File: src/rtl/nmr_echo_acquirer.sv
// Receive-side echo acquirer: samples the ADC on ADC_CLK rising edges inside acquisition
// windows, tags start/end of echo and streams the words out through a FWFT FIFO.
module nmr_echo_acquirer #(
    parameter int ADC_WIDTH     = 16,
    parameter int DATABUS_WIDTH = 32,
    parameter int FIFO_AW       = 4
) (
    input  logic                     CLK,
    input  logic                     RESET,
    input  logic                     FSMSTAT,
    input  logic                     ACQ_WND,
    input  logic                     ADC_CLK,
    input  logic [ADC_WIDTH-1:0]     ADC_DATA,
    input  logic [DATABUS_WIDTH-1:0] SAMPLES_PER_ECHO,
    input  logic [DATABUS_WIDTH-1:0] ECHO_PER_SCAN,
    output logic [ADC_WIDTH+1:0]     DOUT,
    output logic                     DOUT_VALID,
    input  logic                     DOUT_READY,
    output logic                     BUSY,
    output logic [DATABUS_WIDTH-1:0] ECHO_IDX,
    output logic                     OVERFLOW,
    output logic                     SHORT_SCAN,
    output logic                     SCAN_DONE
);
    localparam int DEPTH = 1 << FIFO_AW;
    localparam int WW    = ADC_WIDTH + 2;

    typedef enum logic [1:0] {IDLE, ARMED, CAPTURE, DRAIN} state_t;
    state_t state_q, state_d;

    logic                     adcClk_q, acqWnd_q, fsmStat_q;
    logic [DATABUS_WIDTH-1:0] spe_q, eps_q, echoIdx_q, sampleCnt_q;
    logic                     stageValid_q, stageSoe_q;
    logic [ADC_WIDTH-1:0]     stageData_q;
    logic                     overflow_q, shortScan_q;

    logic [WW-1:0]            mem [DEPTH];
    logic [FIFO_AW-1:0]       wrPtr_q, rdPtr_q, rdPtr_d;
    logic [FIFO_AW:0]         count_q, count_d;
    logic [WW-1:0]            dout_q, head_d;
    logic                     doutValid_q;

    logic sampleEdge, windowClose, fsmRise, fsmFall;
    logic active, closeEv, fallEv, lastEcho, takeSample, limitHit;
    logic flush, push, pop, full, wrEn, scanDone;
    logic [WW-1:0] pushWord;

    assign sampleEdge  = ADC_CLK & ~adcClk_q & ACQ_WND;
    assign windowClose = ~ACQ_WND & acqWnd_q;
    assign fsmRise     = FSMSTAT & ~fsmStat_q;
    assign fsmFall     = ~FSMSTAT & fsmStat_q;

    assign active     = (state_q == ARMED) || (state_q == CAPTURE);
    assign closeEv    = (state_q == CAPTURE) && windowClose;
    assign fallEv     = active && fsmFall;
    assign lastEcho   = (echoIdx_q + DATABUS_WIDTH'(1)) == eps_q;
    assign takeSample = active && sampleEdge && !fallEv && (sampleCnt_q < spe_q);
    assign limitHit   = sampleCnt_q == spe_q;

    // The staged word leaves with EOE set once the limit is hit, the window closes or the sequence aborts.
    assign flush    = active && stageValid_q && (limitHit || closeEv || fallEv);
    assign push     = flush || (takeSample && stageValid_q);
    assign pushWord = {stageSoe_q, flush, stageData_q};

    assign full    = count_q == (FIFO_AW+1)'(DEPTH);
    assign pop     = doutValid_q & DOUT_READY;
    assign wrEn    = push && (!full || pop);
    assign rdPtr_d = rdPtr_q + FIFO_AW'(pop);
    assign count_d = count_q + (FIFO_AW+1)'(wrEn) - (FIFO_AW+1)'(pop);
    assign head_d  = (count_q == (FIFO_AW+1)'(pop)) ? pushWord : mem[rdPtr_d];

    always_ff @(posedge CLK) begin
        if (RESET) begin
            state_q <= IDLE;
        end else begin
            state_q <= state_d;
        end
    end

    always_comb begin
        state_d = state_q;
        unique case (state_q)
            IDLE: begin
                if (fsmRise) state_d = ARMED;
            end
            ARMED: begin
                if (fallEv)       state_d = DRAIN;
                else if (ACQ_WND) state_d = CAPTURE;
            end
            CAPTURE: begin
                if (closeEv)     state_d = (lastEcho || fallEv) ? DRAIN : ARMED;
                else if (fallEv) state_d = DRAIN;
            end
            DRAIN: begin
                if (scanDone) state_d = IDLE;
            end
            default: state_d = IDLE;
        endcase
    end

    always_comb begin
        BUSY     = state_q != IDLE;
        scanDone = (state_q == DRAIN) && (count_q == '0) && !push;
    end

    always_ff @(posedge CLK) begin
        if (RESET) begin
            adcClk_q     <= 1'b0;
            acqWnd_q     <= 1'b0;
            fsmStat_q    <= 1'b0;
            spe_q        <= '0;
            eps_q        <= '0;
            echoIdx_q    <= '0;
            sampleCnt_q  <= '0;
            stageValid_q <= 1'b0;
            stageSoe_q   <= 1'b0;
            stageData_q  <= '0;
            overflow_q   <= 1'b0;
            shortScan_q  <= 1'b0;
        end else begin
            adcClk_q  <= ADC_CLK;
            acqWnd_q  <= ACQ_WND;
            fsmStat_q <= FSMSTAT;
            if (state_q == IDLE && fsmRise) begin
                spe_q        <= SAMPLES_PER_ECHO;
                eps_q        <= (ECHO_PER_SCAN == '0) ? DATABUS_WIDTH'(1) : ECHO_PER_SCAN;
                echoIdx_q    <= '0;
                sampleCnt_q  <= '0;
                stageValid_q <= 1'b0;
                overflow_q   <= 1'b0;
                shortScan_q  <= 1'b0;
            end
            if (takeSample) begin
                stageValid_q <= 1'b1;
                stageSoe_q   <= sampleCnt_q == '0;
                stageData_q  <= ADC_DATA;
                sampleCnt_q  <= sampleCnt_q + DATABUS_WIDTH'(1);
            end else if (flush) begin
                stageValid_q <= 1'b0;
            end
            if (closeEv) begin
                echoIdx_q   <= echoIdx_q + DATABUS_WIDTH'(1);
                sampleCnt_q <= '0;
            end
            // An abort coinciding with the final window close is a complete scan, not a short one.
            if (fallEv && !(closeEv && lastEcho)) shortScan_q <= 1'b1;
            if (push && full && !pop)             overflow_q  <= 1'b1;
        end
    end

    always_ff @(posedge CLK) begin
        if (wrEn) mem[wrPtr_q] <= pushWord;
    end

    always_ff @(posedge CLK) begin
        if (RESET) begin
            wrPtr_q     <= '0;
            rdPtr_q     <= '0;
            count_q     <= '0;
            dout_q      <= '0;
            doutValid_q <= 1'b0;
        end else begin
            if (wrEn) wrPtr_q <= wrPtr_q + FIFO_AW'(1);
            rdPtr_q     <= rdPtr_d;
            count_q     <= count_d;
            doutValid_q <= count_d != '0;
            if (count_d != '0) dout_q <= head_d;
        end
    end

    assign DOUT       = dout_q;
    assign DOUT_VALID = doutValid_q;
    assign ECHO_IDX   = echoIdx_q;
    assign OVERFLOW   = overflow_q;
    assign SHORT_SCAN = shortScan_q;
    assign SCAN_DONE  = scanDone;
endmodule

File: config.mk
export PLATFORM = sky130hd
export DESIGN_NAME = nmr_echo_acquirer
export DESIGN_NICKNAME = d
export VERILOG_FILES = /design/src/rtl/nmr_echo_acquirer.sv
export SDC_FILE = /design/constraint.sdc
export NUM_CORES = 1
export LEC_CHECK = 0
export ABC_AREA = 1
export CAP_MARGIN = 20
export CORE_MARGIN = 2
export CORE_UTILIZATION = 55
export DETAILED_ROUTE_END_ITERATION = 12
export PLACE_DENSITY = 0.75
export SYNTH_ARGS = -nofsm -noshare
export SYNTH_HDL_FRONTEND = slang
export SYNTH_SLANG_ARGS = --single-unit
File: constraint.sdc
create_clock -name CLK -period 7.8 [get_ports CLK]
set_input_delay 1.56 -clock CLK [delete_from_list [all_inputs] [get_ports CLK]]
set_output_delay 1.56 -clock CLK [all_outputs]
set_load 0.005 [all_outputs]
Word level (Yosys, flattened, before mapping)
Memory sizes are Yosys's and may differ from the RTL's.
Index checks and enable logic that the tools add are counted.

word-level totals
  ROM bits = 0
  latch bits = 0
  bits in writable memories = 288
  memories = 1
  register bits = 185
  input bits = 86

memories
  memory  depth  bits a word  read ports  clocked after memory_dff  write ports  line  RTL
  mem     16     18           1           0                         1            37    logic [WW-1:0] mem [DEPTH];

operators by class
  shift-type cells = 0
  divide/modulo/power cells = 0
  order comparisons = 1
  $add $sub $neg = 6
  mux-type cells = 20
  multipliers = 0
  bitwise operators = 10
  equal/unequal tests = 11
  reductions and logical operators = 40

operators by type and width
  cell                                            number
  two-way mux 32 bit                              4
  adder 32 x 1 -> 32 bit (second input constant)  2
  equality test 32 bit                            2
  zero test 32 bit                                2
  less-than comparator 32 bit                     1
  two-way mux 18 bit                              1
  logical AND 1 bit                               16
  two-way mux 2 bit                               7
  nonzero test 2 bit                              5
  case mux 2 bit (4 select lines)                 1
  two-way mux 1 bit                               7
  AND 1 bit                                       6
  logical OR 1 bit                                6
  != test 3 bit (second input constant)           2
  adder 5 x 1 -> 5 bit                            1
  equality test 5 x 1 -> 1 bit                    1
  equality test 5 bit (second input constant)     1
  zero test 1 bit                                 5
  zero test 5 bit                                 1
  nonzero test 5 bit                              1
  subtractor 5 x 1 -> 5 bit                       1
  adder 4 x 1 -> 4 bit                            1
  adder 4 x 1 -> 4 bit (second input constant)    1
  equality test 2 bit (second input constant)     2
  7 further kinds                                 11

Longest topological paths before layout
Gate-level depths: netlist of the first run.

  depth in word-level cells = 12
  depth in mapped cells = 29
  mapped depth without buffers = 28

Worst setup path before layout of the first run
OpenSTA, ideal clock, no wires.

  kind = input port to flip-flop
  from = input port ACQ_WND
  to = register dout_q[13], in the netlist DOUT[13]
  cell stages on the path = 22
  slack = 3.459 ns
  data arrival time = 4.213 ns
  setup time = 0.128 ns
  data required time = 7.672 ns
  cell sequence = inv_1 > nand3_1 > inv_1 > nor2_1 > nand2_1 > nand3_1 > nand2_1 > inv_1 > nand2_1 > nand2_1 > ha_1 > fa_1 > a21oi_1 > nor2_1 > nor2_1 > xor2_1 > nand3_1 > inv_1 > clkbuf_1 > a21oi_1 > a22oi_1 > nor2_1

between the ends
  cells in the longest elaborated chain, start to end = 11

ends and longest elaborated chain
  item                            line  RTL
  start: declaration              11    input logic ACQ_WND,
  inverter 1 bit                  49    assign windowClose = ~ACQ_WND & acqWnd_q;
  AND 1 bit                       49
  logical AND 1 bit               54    assign closeEv = (state_q == CAPTURE) && windowClose;
  logical OR 1 bit (2 in series)  61    assign flush = active && stageValid_q && (limitHit || closeEv || fallEv);
  logical AND 1 bit               61
  logical OR 1 bit *              62    assign push = flush || (takeSample && stageValid_q);
  logical AND 1 bit *             67    assign wrEn = push && (!full || pop);
  adder 5 x 1 -> 5 bit *          69    assign count_d = count_q + (FIFO_AW+1)'(wrEn) - (FIFO_AW+1)'(pop);
  subtractor 5 x 1 -> 5 bit *     69
  nonzero test 5 bit *            167   if (count_d != '0) dout_q <= head_d;
  end signal: assignment          160   dout_q <= '0;
  end signal: assignment          167
  end: declaration                40    logic [WW-1:0] dout_q, head_d;

Mark *: on every way between the ends. The rest lies on a longest branch, timed or not.
A chain may end at the register's enable or synchronous reset.

Final worst setup path of the first run
  from = input port ACQ_WND
  to = output port SCAN_DONE

between the ends
  cells in the longest elaborated chain, start to end = 9

ends and longest elaborated chain
  item                            line  RTL
  inverter 1 bit                  49
  AND 1 bit                       49
  logical AND 1 bit               54
  logical OR 1 bit (2 in series)  61
  logical AND 1 bit               61
  logical OR 1 bit *              62
  zero test 1 bit *               103   scanDone = (state_q == DRAIN) && (count_q == '0) && !push;
  logical AND 1 bit *             103
  end: declaration                23    output logic SCAN_DONE

Marked as above.

==> impl_results.md, run 1 <==
* Longest Clk Path Bufs at 3
* Startpoint types: input pin
* CP Capture Point: SCAN_DONE
* DRC violation count after routing at 0
* Total power per unit cell area at 277 nW/um2
* Final hold vios at 0
* Commonest non-fill, non-tap cell in the layout: nand2_1
* Mapped cell area at between 20000 and 25000 um2
* Initial drt markers at 1533
* Root buffer cell: clkbuf_16
* Initial antenna violation count at 0
* Chip Height at 201 um
* RSZ-0062 raised after global routing: false
* Post-synthesis adder-cell area fraction at 0.0301
* Fin nets at 2557
* Final HPWL DP at around 36000 um
* Relative slew slack at 0.432
* Maximum vdd drop at ~0.00018 V
* Most frequent cells in the layout: nand2_1 (343), edfxtp_1 (288), nor2_1 (281), o21ai_0 (249), inv_1 (196)
* Hold Crit Class: register to register
* F_max at 199 MHz
* Post CTS Setup Buffer Count at 0
* Final hold slack at ~0.46 ns
* Vias in the first global route at 17178
* Yosys cell types at 45
* GRT Util Overall at 0.280
* Pwr Total at 6.91 mW
* CTS tree: built
* Reg-to-Reg End: DOUT[0]$_SDFFE_PP0P_
* Final wirelength at 57600 um
* Critical path class: input pin to output port
* Routed vias at 17499
* Port Buffer Count at 140
* CP Max Fanout at 5
* GP Congestion at 0.892
* PostCTS Resize Cnt at 0
* Seq/Total Area, Yosys at 0.577
* Setup TNS at 0 ns
* Post-synthesis compound-gate area fraction at 0.152
* Simple-gate share of the synthesized area at 0.178
* Worst-Margin Slew at 0.852 ns
* #FFs+latches synth at 473
* Worst-path clk slew at 0.05 ns
* Initial cell density of the core at 0.556
* Slew Limit Fails at 0
* Fin crit share at 0.643
* # rows at between 70 and 80
* First-pass GRT wire length at 90000 um
* Num Clock Sinks at 473
* Fin crit period at around 5 ns
* Antenna Cells at 0
* Antenna viol nets, final at 0
* Post-synthesis xor/xnor area fraction at 0.00859
* Share of layout cells above drive strength 1 at 0.0671
* Boundary Pins at roughly 140
* Via density at 5.88
* Final setup viols at 0
* Syn_area_per_cell at 9.30 um2
* Largest family of logic cells by synthesized area: simple AND/OR/NAND/NOR gates
* DIE AREA at 40500 um2
* Final Util at 0.648
* Setup Skew at 0.0421 ns
* Critical Path Source: ACQ_WND
* H-tree depth at 2
* Fillers at 3118
* Mapped Cells at 2303
* Worst-Skew Late Latency at 0.59 ns
* Mux contribution to synthesized area at 0
* Chip Width at 201 um
* YS warnings at 0
* CP required at 6.24 ns
* Outcome: finished, final reports clean
* Total iterations of the first detailed-routing run at 6
* GRT overflow at 0
* Largest net degree at the start of global routing at 93
* Worst setup EP type: output port
* Reg2reg start: sampleCnt_q[31]$_SDFFE_PP0P_
* Reg2Reg Setup Slack at 3.44 ns
* Worst R2R Path Depth at 24
* Placeable Area at 38600 um2
* Mapped Nets at 2440
* CTS Buf Count at 47
* Post-DR wirelength/cell at slightly below 20 um
* Syn-to-layout area delta at 16.6%
* Hold-fix buffers, CTS at 0
* Max_cap viols at 0
* Lkg Pwr at 8.88 nW
* Worst path arrival time at 3.45 ns
-- synth_stat cells (all sizes together) --
master | n | share of area
a211oi | 10 | 0.0035
a21oi | 177 | 0.042
a22oi | 12 | 0.0042
a31oi | 1 | 0.00029
and2 | 3 | 0.00088
buf | 6 | 0.0013
clkbuf | 100 | 0.018
clkinv | 5 | 0.00088
dfxtp | 185 | 0.17
edfxtp | 288 | 0.40
fa | 1 | 0.00093
ha | 50 | 0.029
inv | 200 | 0.035
nand2 | 355 | 0.064
nand3 | 131 | 0.031
nand3b | 13 | 0.0046
nand4 | 19 | 0.0055
nor2 | 313 | 0.060
nor3 | 24 | 0.0061
nor3b | 1 | 0.00035
nor4 | 13 | 0.0045
o211ai | 41 | 0.014
o21a | 6 | 0.0021
o21ai | 252 | 0.059
o21bai | 4 | 0.0014
o221ai | 37 | 0.015
o22ai | 35 | 0.010
or2 | 4 | 0.0012
xnor2 | 6 | 0.0028
xnor3 | 2 | 0.0021
xor2 | 9 | 0.0037
-- through the flow --
step	area, um2	worst slack, ns	instances
final	25000	2.79	2977
after global routing	25000	2.57	2977
after CTS	25000	2.81	2977
after detailed placement	23400	2.46	2889
after global placement	23400	2.55	2889
after floorplan	21400	3.46	2303
-- worst min path at each step --
stage,startpoint,slack (ns),depth (start not counted),to
2_1_floorplan,spe_q[10]$_SDFFE_PP0P_,0.44,2,spe_q[10]$_SDFFE_PP0P_
3_3_place_gp,spe_q[11]$_SDFFE_PP0P_,0.45,2,spe_q[11]$_SDFFE_PP0P_
3_5_place_dp,spe_q[8]$_SDFFE_PP0P_,0.45,2,spe_q[8]$_SDFFE_PP0P_
4_1_cts,spe_q[17]$_SDFFE_PP0P_,0.46,2,spe_q[17]$_SDFFE_PP0P_
5_1_grt,spe_q[8]$_SDFFE_PP0P_,0.48,2,spe_q[8]$_SDFFE_PP0P_
6_report,spe_q[8]$_SDFFE_PP0P_,0.46,2,spe_q[8]$_SDFFE_PP0P_
-- routing by layer --
layer  global-route usage  wire length, um  vias to the layer above
met5                    0                0                        -
met4                0.111             2190                        0
met3               0.0382             4250                      161
met2                0.467            27500                      776
met1                0.372            23700                     8316
li1                     -                -                     8246
-- cell type report --
cell class | count | area (um2) | area share
clock buffer | 61 | 1250 | 0.0500
inverter | 205 | 771 | 0.0309
tap | 518 | 648 | 0.0259
sequential | 473 | 12400 | 0.494
multi-input combinational | 1519 | 7960 | 0.319
clock inverter | 27 | 335 | 0.0134
timing repair buffer | 174 | 1660 | 0.0666
-- state kept, by name (all words and copies together) (netlist names) --
| signal | cells |
|---|---|
| mem | 288 |
| ECHO_IDX | 32 |
| eps_q | 32 |
| sampleCnt_q | 32 |
| spe_q | 32 |
| DOUT | 18 |
| stageData_q | 16 |
| count_q | 5 |
| rdPtr_q | 4 |
| wrPtr_q | 4 |
| state_q | 2 |
| DOUT_VALID | 1 |
| OVERFLOW | 1 |
| SHORT_SCAN | 1 |
| acqWnd_q | 1 |
| adcClk_q | 1 |
| fsmStat_q | 1 |
| stageSoe_q | 1 |
| stageValid_q | 1 |
-- kinds of logic (layout without fill, tap and decap cells) --
logic type,Yosys count,after routing
XOR/XNOR,17,17
AO/OA/AOI/OAI,575,575
adder cells (fa/ha/maj),51,51
buffers and inverters,311,467
flip-flops,473,473
AND/OR/NAND/NOR,876,876
-- critical path: stages --
cell and delay (ns):
clkdlybuf4s50_1 0.50, inv_1 0.08, nand3_1 0.16, inv_1 0.09, nor2_1 0.13, nand2_1 0.07, nand3_1 0.13, nand3_1 0.12
inv_1 0.10, clkdlybuf4s50_1 0.51
-- power breakdown --
part           leakage (nW)  total [mW]  switching, mW  internal [mW]
registers              4.16        3.02          0.162           2.85
clock network         0.763        2.32          0.978           1.34
logic                  3.95        1.58           1.03          0.542
total                  8.88        6.91           2.18           4.74
Note: power is estimated with default switching activity, not from simulation.
==> inputs of run 2 (changes only) <==
--- a/config.mk
+++ b/config.mk
@@ -8,9 +8,9 @@
 export ABC_AREA = 1
 export CAP_MARGIN = 20
 export CORE_MARGIN = 2
-export CORE_UTILIZATION = 55
+export CORE_UTILIZATION = 54
 export DETAILED_ROUTE_END_ITERATION = 12
-export PLACE_DENSITY = 0.75
+export PLACE_DENSITY = 0.77
 export SYNTH_ARGS = -nofsm -noshare
 export SYNTH_HDL_FRONTEND = slang
 export SYNTH_SLANG_ARGS = --single-unit
==> constraint.sdc (replaced) <==
create_clock -name CLK -period 4.5 [get_ports CLK]
set_input_delay 0.9 -clock CLK [delete_from_list [all_inputs] [get_ports CLK]]
set_output_delay 0.9 -clock CLK [all_outputs]
set_load 0.005 [all_outputs]
==> impl_results.md, run 2 (synthesis gave the netlist of run 1 again) <==
* Num Clock Sinks at 473 (unchanged)
* Total iterations of the first detailed-routing run at 6 (unchanged)
* Boundary Pins at 141 (unchanged)
* Placed Area at 23600 um2 (+0.98%)
* Worst-Margin Slew at 0.844 ns (-0.00774 ns)
* Commonest non-fill, non-tap cell in the layout: nand2_1
* Chip Height at 203 um (+0.90%)
* Total power per unit cell area at 478 nW/um2 (+73%)
* Syn-to-layout area delta at 17.7%
* Slowest Stage Delay on Critical Path at 0.40 ns (-0.11 ns)
* Outcome: finished, final reports clean
* Worst-Skew Late Latency at 0.59 ns (about the same)
* Fin nets at 2571 (+0.55%)
* Top cell by count, worst path: nand2_1
* Finished Cell Area at 25200 um2 (+0.97%)
* Initial cell density of the core at 0.550 (-0.00514)
* First-pass GRT wire length at 90900 um (+1.1%)
* CTS tree: built
* Chip Width at 203 um (+0.90%)
* Final hold slack at 0.461 ns (+0.000126 ns)
* Fin crit share at 0.918
* Maximum vdd drop at 0.000344 V (+88%)
* Setup Skew at 0.0144 ns (-0.0277 ns)
* CP Cell Sequence: inv_1 -> ha_1 -> nand4_1 -> nor3_1 -> nand4_1 -> nand2_1 -> nand3_1 -> nand2_1 -> inv_1 -> nand2_1 -> nand2_1 -> ha_1 -> fa_1 -> a21oi_1 -> nor2_1 -> nor2_1 -> xor2_1 -> nand3_1 -> inv_1 -> buf_12 -> a21oi_1 -> a22oi_1 -> nor2_1
* GRT Util Overall at 0.280 (about the same)
* RSZ-0062 raised after global routing: false
* Antenna Cells at 0 (unchanged)
* Relative slew slack at 0.436 (+0.00434)
* Hold-fix buffers, CTS at 0 (unchanged)
* Port Buffer Count at 140 (unchanged)
* Via density at 5.87 (-0.14%)
* Max_cap viols at 0 (unchanged)
* Initial drt markers at 1482 (-3.3%)
* Most frequent cells in the layout: nand2_1 (343), edfxtp_1 (288), nor2_1 (281), o21ai_0 (249), inv_1 (196)
* Post-DR wirelength/cell at 19.3 um (-0.46%)
* H-tree depth at 2 (unchanged)
* Antenna viol nets, final at 0 (unchanged)
* Startpoint types: register
* Vias in the first global route at 17389 (+1.2%)
* Lkg Pwr at 8.99 nW (+1.3%)
* Critical path class: register to register
* Root buffer cell: clkbuf_16
* Hold Crit Class: register to register
* Max FFs per register at 288 (unchanged)
* Worst setup EP type: register
* Final wirelength at 57600 um (about the same)
* GP Congestion at 0.937 (+5.1%)
* Slew Limit Fails at 0 (unchanged)
* Fin crit period at a little over 4 ns
* Largest net degree at the start of global routing at 145 (+56%)
* CTS Buf Count at 48 (+2.1%)
* PostCTS Resize Cnt at 0 (unchanged)
* CP required at 4.96 ns (-1.28 ns)
* GRT overflow at 0 (unchanged)
* CP Max Fanout at 24 (+19)
* Final HPWL DP at 37100 um (+4.0%)
* Slowest stage cell, crit path: fa_1
* Worst path arrival time at 4.59 ns (+1.14 ns)
* Share of layout cells above drive strength 1 at 0.0736 (+0.00652)
* Final hold vios at 0 (unchanged)
* Register with the most flip-flops: mem
* Initial antenna violation count at 1 (+1)
* Fillers at 3062 (-1.8%)
* Longest Clk Path Bufs at 3 (unchanged)
* DRC violation count after routing at 0 (unchanged)
* Placeable Area at 38900 um2 (+0.93%)
* Worst-path clk slew at 0.06 ns (about the same)
* DIE AREA at 41300 um2 (+1.8%)
* Post CTS Setup Buffer Count at 0 (unchanged)
* Routed vias at 17551 (+0.30%)
* F_max at ~240 MHz
* Final setup viols at 0 (unchanged)
* # rows at 72 (unchanged)
-- run 2: changes by cell type in the layout (fill, tap and decap cells not counted), moves of 2 or more --
cell,delta
buf_12,+11
clkinvlp_4,+2
buf_4,+2
clkinv_1,+3
clkbuf_16,+3
clkinv_4,+3
clkbuf_1,-7
-- run 2: path summary, 6_finish.rpt --
| check | start | to | slack, ns | cells after the start |
|---|---|---|---|---|
| worst max-delay path | spe_q[15]$_SDFFE_PP0P_ | DOUT[10]$_SDFFE_PP0P_ | 0.37 | 23 |
| worst min-delay path | spe_q[21]$_SDFFE_PP0P_ | spe_q[21]$_SDFFE_PP0P_ | 0.46 | 2 |
| worst max register to register | spe_q[15]$_SDFFE_PP0P_ | DOUT[10]$_SDFFE_PP0P_ | 0.37 | 23 |
| worst min register to register | spe_q[21]$_SDFFE_PP0P_ | spe_q[21]$_SDFFE_PP0P_ | 0.46 | 2 |
-- run 2: through the flow --
stage	utilization	power (mW)	cells	worst slack, ns	setup TNS, ns
floorplan	-	7.03	2303	0.819	0
global placement	0.607	7.91	2902	0.133	0
detailed placement	0.607	8.05	2902	-0.00834	-0.0232
CTS	0.648	12.1	2990	0.411	0
global route	0.648	12.6	2990	0.0750	0
finish	0.648	12.1	2990	0.370	0
-- run 2: final cells by class --
type	instances	area, um2	area share
Multi-Input combinational cell	1519	7960	0.315
Sequential cell	473	12400	0.490
Tap cell	518	648	0.0257
Timing Repair Buffer	187	1900	0.0753
Inverter	205	771	0.0306
Clock buffer	56	1280	0.0509
Clock inverter	32	312	0.0124
-- run 2: power breakdown --
group,internal [mW],leakage (nW),switching (mW),total [mW]
Sequential,4.95,4.16,0.284,5.23
Clock,2.33,0.767,1.71,4.05
Combinational,0.989,4.06,1.79,2.78
Total,8.27,8.99,3.79,12.1
-- run 2: layer usage --
layer | track usage | share of wire | vias to the layer above
li1 | - | - | 8283
met1 | 0.360 | 0.40 | 8325
met2 | 0.468 | 0.48 | 789
met3 | 0.0492 | 0.079 | 154
met4 | 0.120 | 0.037 | 0
met5 | 0 | 0 | -
-- run 2: worst max-delay path: cells and delay by family (launching register included) --
family / cells / cell delay (ns)
XOR/XNOR: 1 / 0.21
flip-flops: 1 / 0.31
AO/OA/AOI/OAI: 3 / 0.44
buffers and inverters: 4 / 0.52
adder cells (fa/ha/maj): 3 / 0.92
AND/OR/NAND/NOR: 12 / 1.57
==> inputs of run 3 (changes only) <==
--- a/config.mk
+++ b/config.mk
@@ -7,10 +7,13 @@
 export LEC_CHECK = 0
 export ABC_AREA = 1
 export CAP_MARGIN = 20
+export CELL_PAD_IN_SITES_DETAIL_PLACEMENT = 2
+export CELL_PAD_IN_SITES_GLOBAL_PLACEMENT = 2
 export CORE_MARGIN = 2
-export CORE_UTILIZATION = 54
+export CORE_UTILIZATION = 34
+export CTS_CLUSTER_DIAMETER = 100
 export DETAILED_ROUTE_END_ITERATION = 12
-export PLACE_DENSITY = 0.77
+export PLACE_DENSITY_LB_ADDON = 0.1
 export SYNTH_ARGS = -nofsm -noshare
 export SYNTH_HDL_FRONTEND = slang
 export SYNTH_SLANG_ARGS = --single-unit
==> impl_results.md, run 3 (synthesis gave the netlist of run 1 again) <==
* Outcome: finished, final reports clean
* Hold Crit Class: register to register
* Dpl ws at -0.208 ns (-0.200 ns)
* Initial drt markers at 908 (-39%)
* Clock power share at 0.359 (+0.023)
* F_max at 245 MHz (+1.1%)
* Startpoint types: register
* CP required at 4.98 ns (+0.02 ns)
* Setup Skew at 0.0464 ns (+0.0320 ns)
* Sw Pwr at 4.31 mW (+14%)
* Pwr Total at 13.1 mW (+8.6%)
* Share of layout cells above drive strength 1 at 0.0869 (+0.0133)
* Boundary Pins at 141 (unchanged)
* Slew Limit Fails at 0 (unchanged)
* First-pass GRT wire length at 116000 um (+27%)
* Initial antenna violation count at 2 (+1)
* Fillers at 6860 (+120%)
* CTS Buf Count at 53 (+10%)
* # rows at 92 (+28%)
* Final setup viols at 0 (unchanged)
* Port Buffer Count at 140 (unchanged)
* Total power per unit cell area at 504 nW/um2 (+5.3%)
* Lkg Pwr at 9.20 nW (+2.3%)
* Most frequent cells in the layout: nand2_1 (343), edfxtp_1 (288), nor2_1 (279), o21ai_0 (249), inv_1 (195)
* Routed vias at 17778 (+1.3%)
* Chip Width at 255 um (+26%)
* Vias in the first global route at 19381 (+11%)
* Setup WS post-layout at 0.414 ns (+0.0441 ns)
* Final hold vios at 0 (unchanged)
* Final wirelength at 77000 um (+34%)
* DIE AREA at 65000 um2 (+58%)
* Final hold slack at 0.463 ns (+0.00137 ns)
* Hold-fix buffers, CTS at 0 (unchanged)
* Worst-Skew Late Latency at 0.65 ns (+0.06 ns)
* Max FFs per register at 288 (unchanged)
* Initial cell density of the core at 0.342 (-0.208)
* Commonest non-fill, non-tap cell in the layout: nand2_1
* H-tree depth at 2 (unchanged)
* Worst setup EP type: register
* CP Max Fanout at 16 (-33%)
* Final HPWL DP at 51500 um (+39%)
* Worst path arrival time at 4.56 ns (-0.03 ns)
* FF+latch area at 12400 um2 (about the same)
* Longest Clk Path Bufs at 3 (unchanged)
* Root buffer cell: clkbuf_16
* Fin crit period at 4.09 ns (-0.0441 ns)
* Switching Share at 0.329 (+0.0150)
* Combinational Power Share at 0.239 (+0.009)
* CTS tree: built
* Largest net degree at the start of global routing at 145 (unchanged)
* Register with the most flip-flops: mem
* Via density at 5.32 (-9.4%)
* Sequential power share at 0.403 (-0.031)
* Placeable Area at 62600 um2 (+61%)
* Syn-to-layout area delta at 21.4%
* Critical path class: register to register
* Max_cap viols at 0 (unchanged)
* Maximum vdd drop at 0.000275 V (-20%)
* Fin crit share at 0.908 (-0.00980)
* Fin nets at 2588 (+0.66%)
* RSZ-0062 raised after global routing: false
* Post-DR wirelength/cell at 23.0 um (+20%)
* Relative slew slack at 0.450 (+0.0137)
* GRT overflow at 0 (unchanged)
* Worst-path clk slew at 0.06 ns (about the same)
* Fin cells at 3342 (+12%)
* Num Clock Sinks at 473 (unchanged)
* GRT Util Overall at 0.235 (-0.0449)
* Dpl cells at 3240 (+12%)
* GP Congestion at 0.788 (-16%)
* Antenna viol nets, final at 0 (unchanged)
* Antenna Cells at 0 (unchanged)
* Chip Height at 255 um (+26%)
* Multi-input gate area at 7980 um2 (+0.31%)
* Worst-Margin Slew at 0.819 ns (-0.0257 ns)
* DRC violation count after routing at 0 (unchanged)
* Int Power at 8.79 mW (+6.2%)
* Total iterations of the first detailed-routing run at 5 (-1)
* Reg2Reg Setup Slack at 0.41 ns (+0.04 ns)
==> run 3: changes by cell type in the layout (fill, tap and decap cells not counted), moves of 3 or more <==
cell / change
buf_4: +15
clkbuf_8: +4
buf_12: -4
clkinvlp_4: -3
bufinv_16: +4
clkinv_4: -3
clkinv_1: -5
clkinv_2: +8
clkbuf_16: +4
==> run 3: power by group through the flow <==
stage | combinational (mW) | clock, mW | sequential, mW
after floorplan | 1.83 | 0 | 5.20
final | 3.12 | 4.70 | 5.27
after global placement | 2.89 | 0 | 5.34
after global routing | 3.47 | 4.96 | 5.31
after CTS | 3.08 | 4.80 | 5.28
after detailed placement | 3.04 | 0 | 5.36
==> run 3: worst paths after layout <==
path                                                    from                endpoint  depth (start not counted)
worst min-delay path                  spe_q[27]$_SDFFE_PP0P_  spe_q[27]$_SDFFE_PP0P_                          2
worst max-delay path            sampleCnt_q[17]$_SDFFE_PP0P_    DOUT[8]$_SDFFE_PP0P_                         24
worst max register to register  sampleCnt_q[17]$_SDFFE_PP0P_    DOUT[8]$_SDFFE_PP0P_                         24
worst min register to register        spe_q[27]$_SDFFE_PP0P_  spe_q[27]$_SDFFE_PP0P_                          2
==> run 3: final cells by class <==
class	count	share of cell area
Tap cell	846	0.0407
Clock buffer	64	0.0545
Timing Repair Buffer	199	0.0752
Clock inverter	36	0.0180
Multi-Input combinational cell	1519	0.307
Sequential cell	473	0.475
Inverter	205	0.0297
==> run 3: repair_timing <==
| action | CTS | global route |
|---|---|---|
| setup endpoints to repair | 0 | 17 |
| buffers inserted | 0 | 1 |
| endpoints found under the hold margin | 0 | 0 |
| gates resized for setup | 0 | 6 |
==> run 3: worst max-delay path, cell delays in order (launching register included) <==
cell and delay (ns):
dfxtp_1 0.37, ha_1 0.33, a21oi_1 0.07, o21ai_0 0.26, nand2_1 0.09, a21oi_1 0.23
nor2_1 0.11, nand3_1 0.12, nand2_1 0.10, inv_1 0.11, nor2_2 0.05, nand2_1 0.08
nand2_1 0.07, ha_1 0.21, fa_1 0.41, a21oi_1 0.17, nor2_1 0.05, nor2_1 0.14
xor2_1 0.20, nand3_1 0.13, inv_2 0.11, buf_12 0.17, nor2_1 0.11, o211ai_1 0.15
nand2_1 0.10
==> run 3: metrics by stage <==
stage	area (um2)	utilization	setup TNS [ns]
CTS	25900	0.414	0
finish	26000	0.415	0
global placement	24100	0.384	0
floorplan	21400	-	0
detailed placement	24100	0.384	-1.98
global route	26000	0.415	0
==> run 3: per-layer routing <==
metal  routed length (um)  global-route usage  part of all wire
met5                    7                   0          0.000091
met2                39300               0.427              0.51
met4                 1860              0.0683             0.024
met3                 2430              0.0296             0.032
met1                33300               0.291              0.43
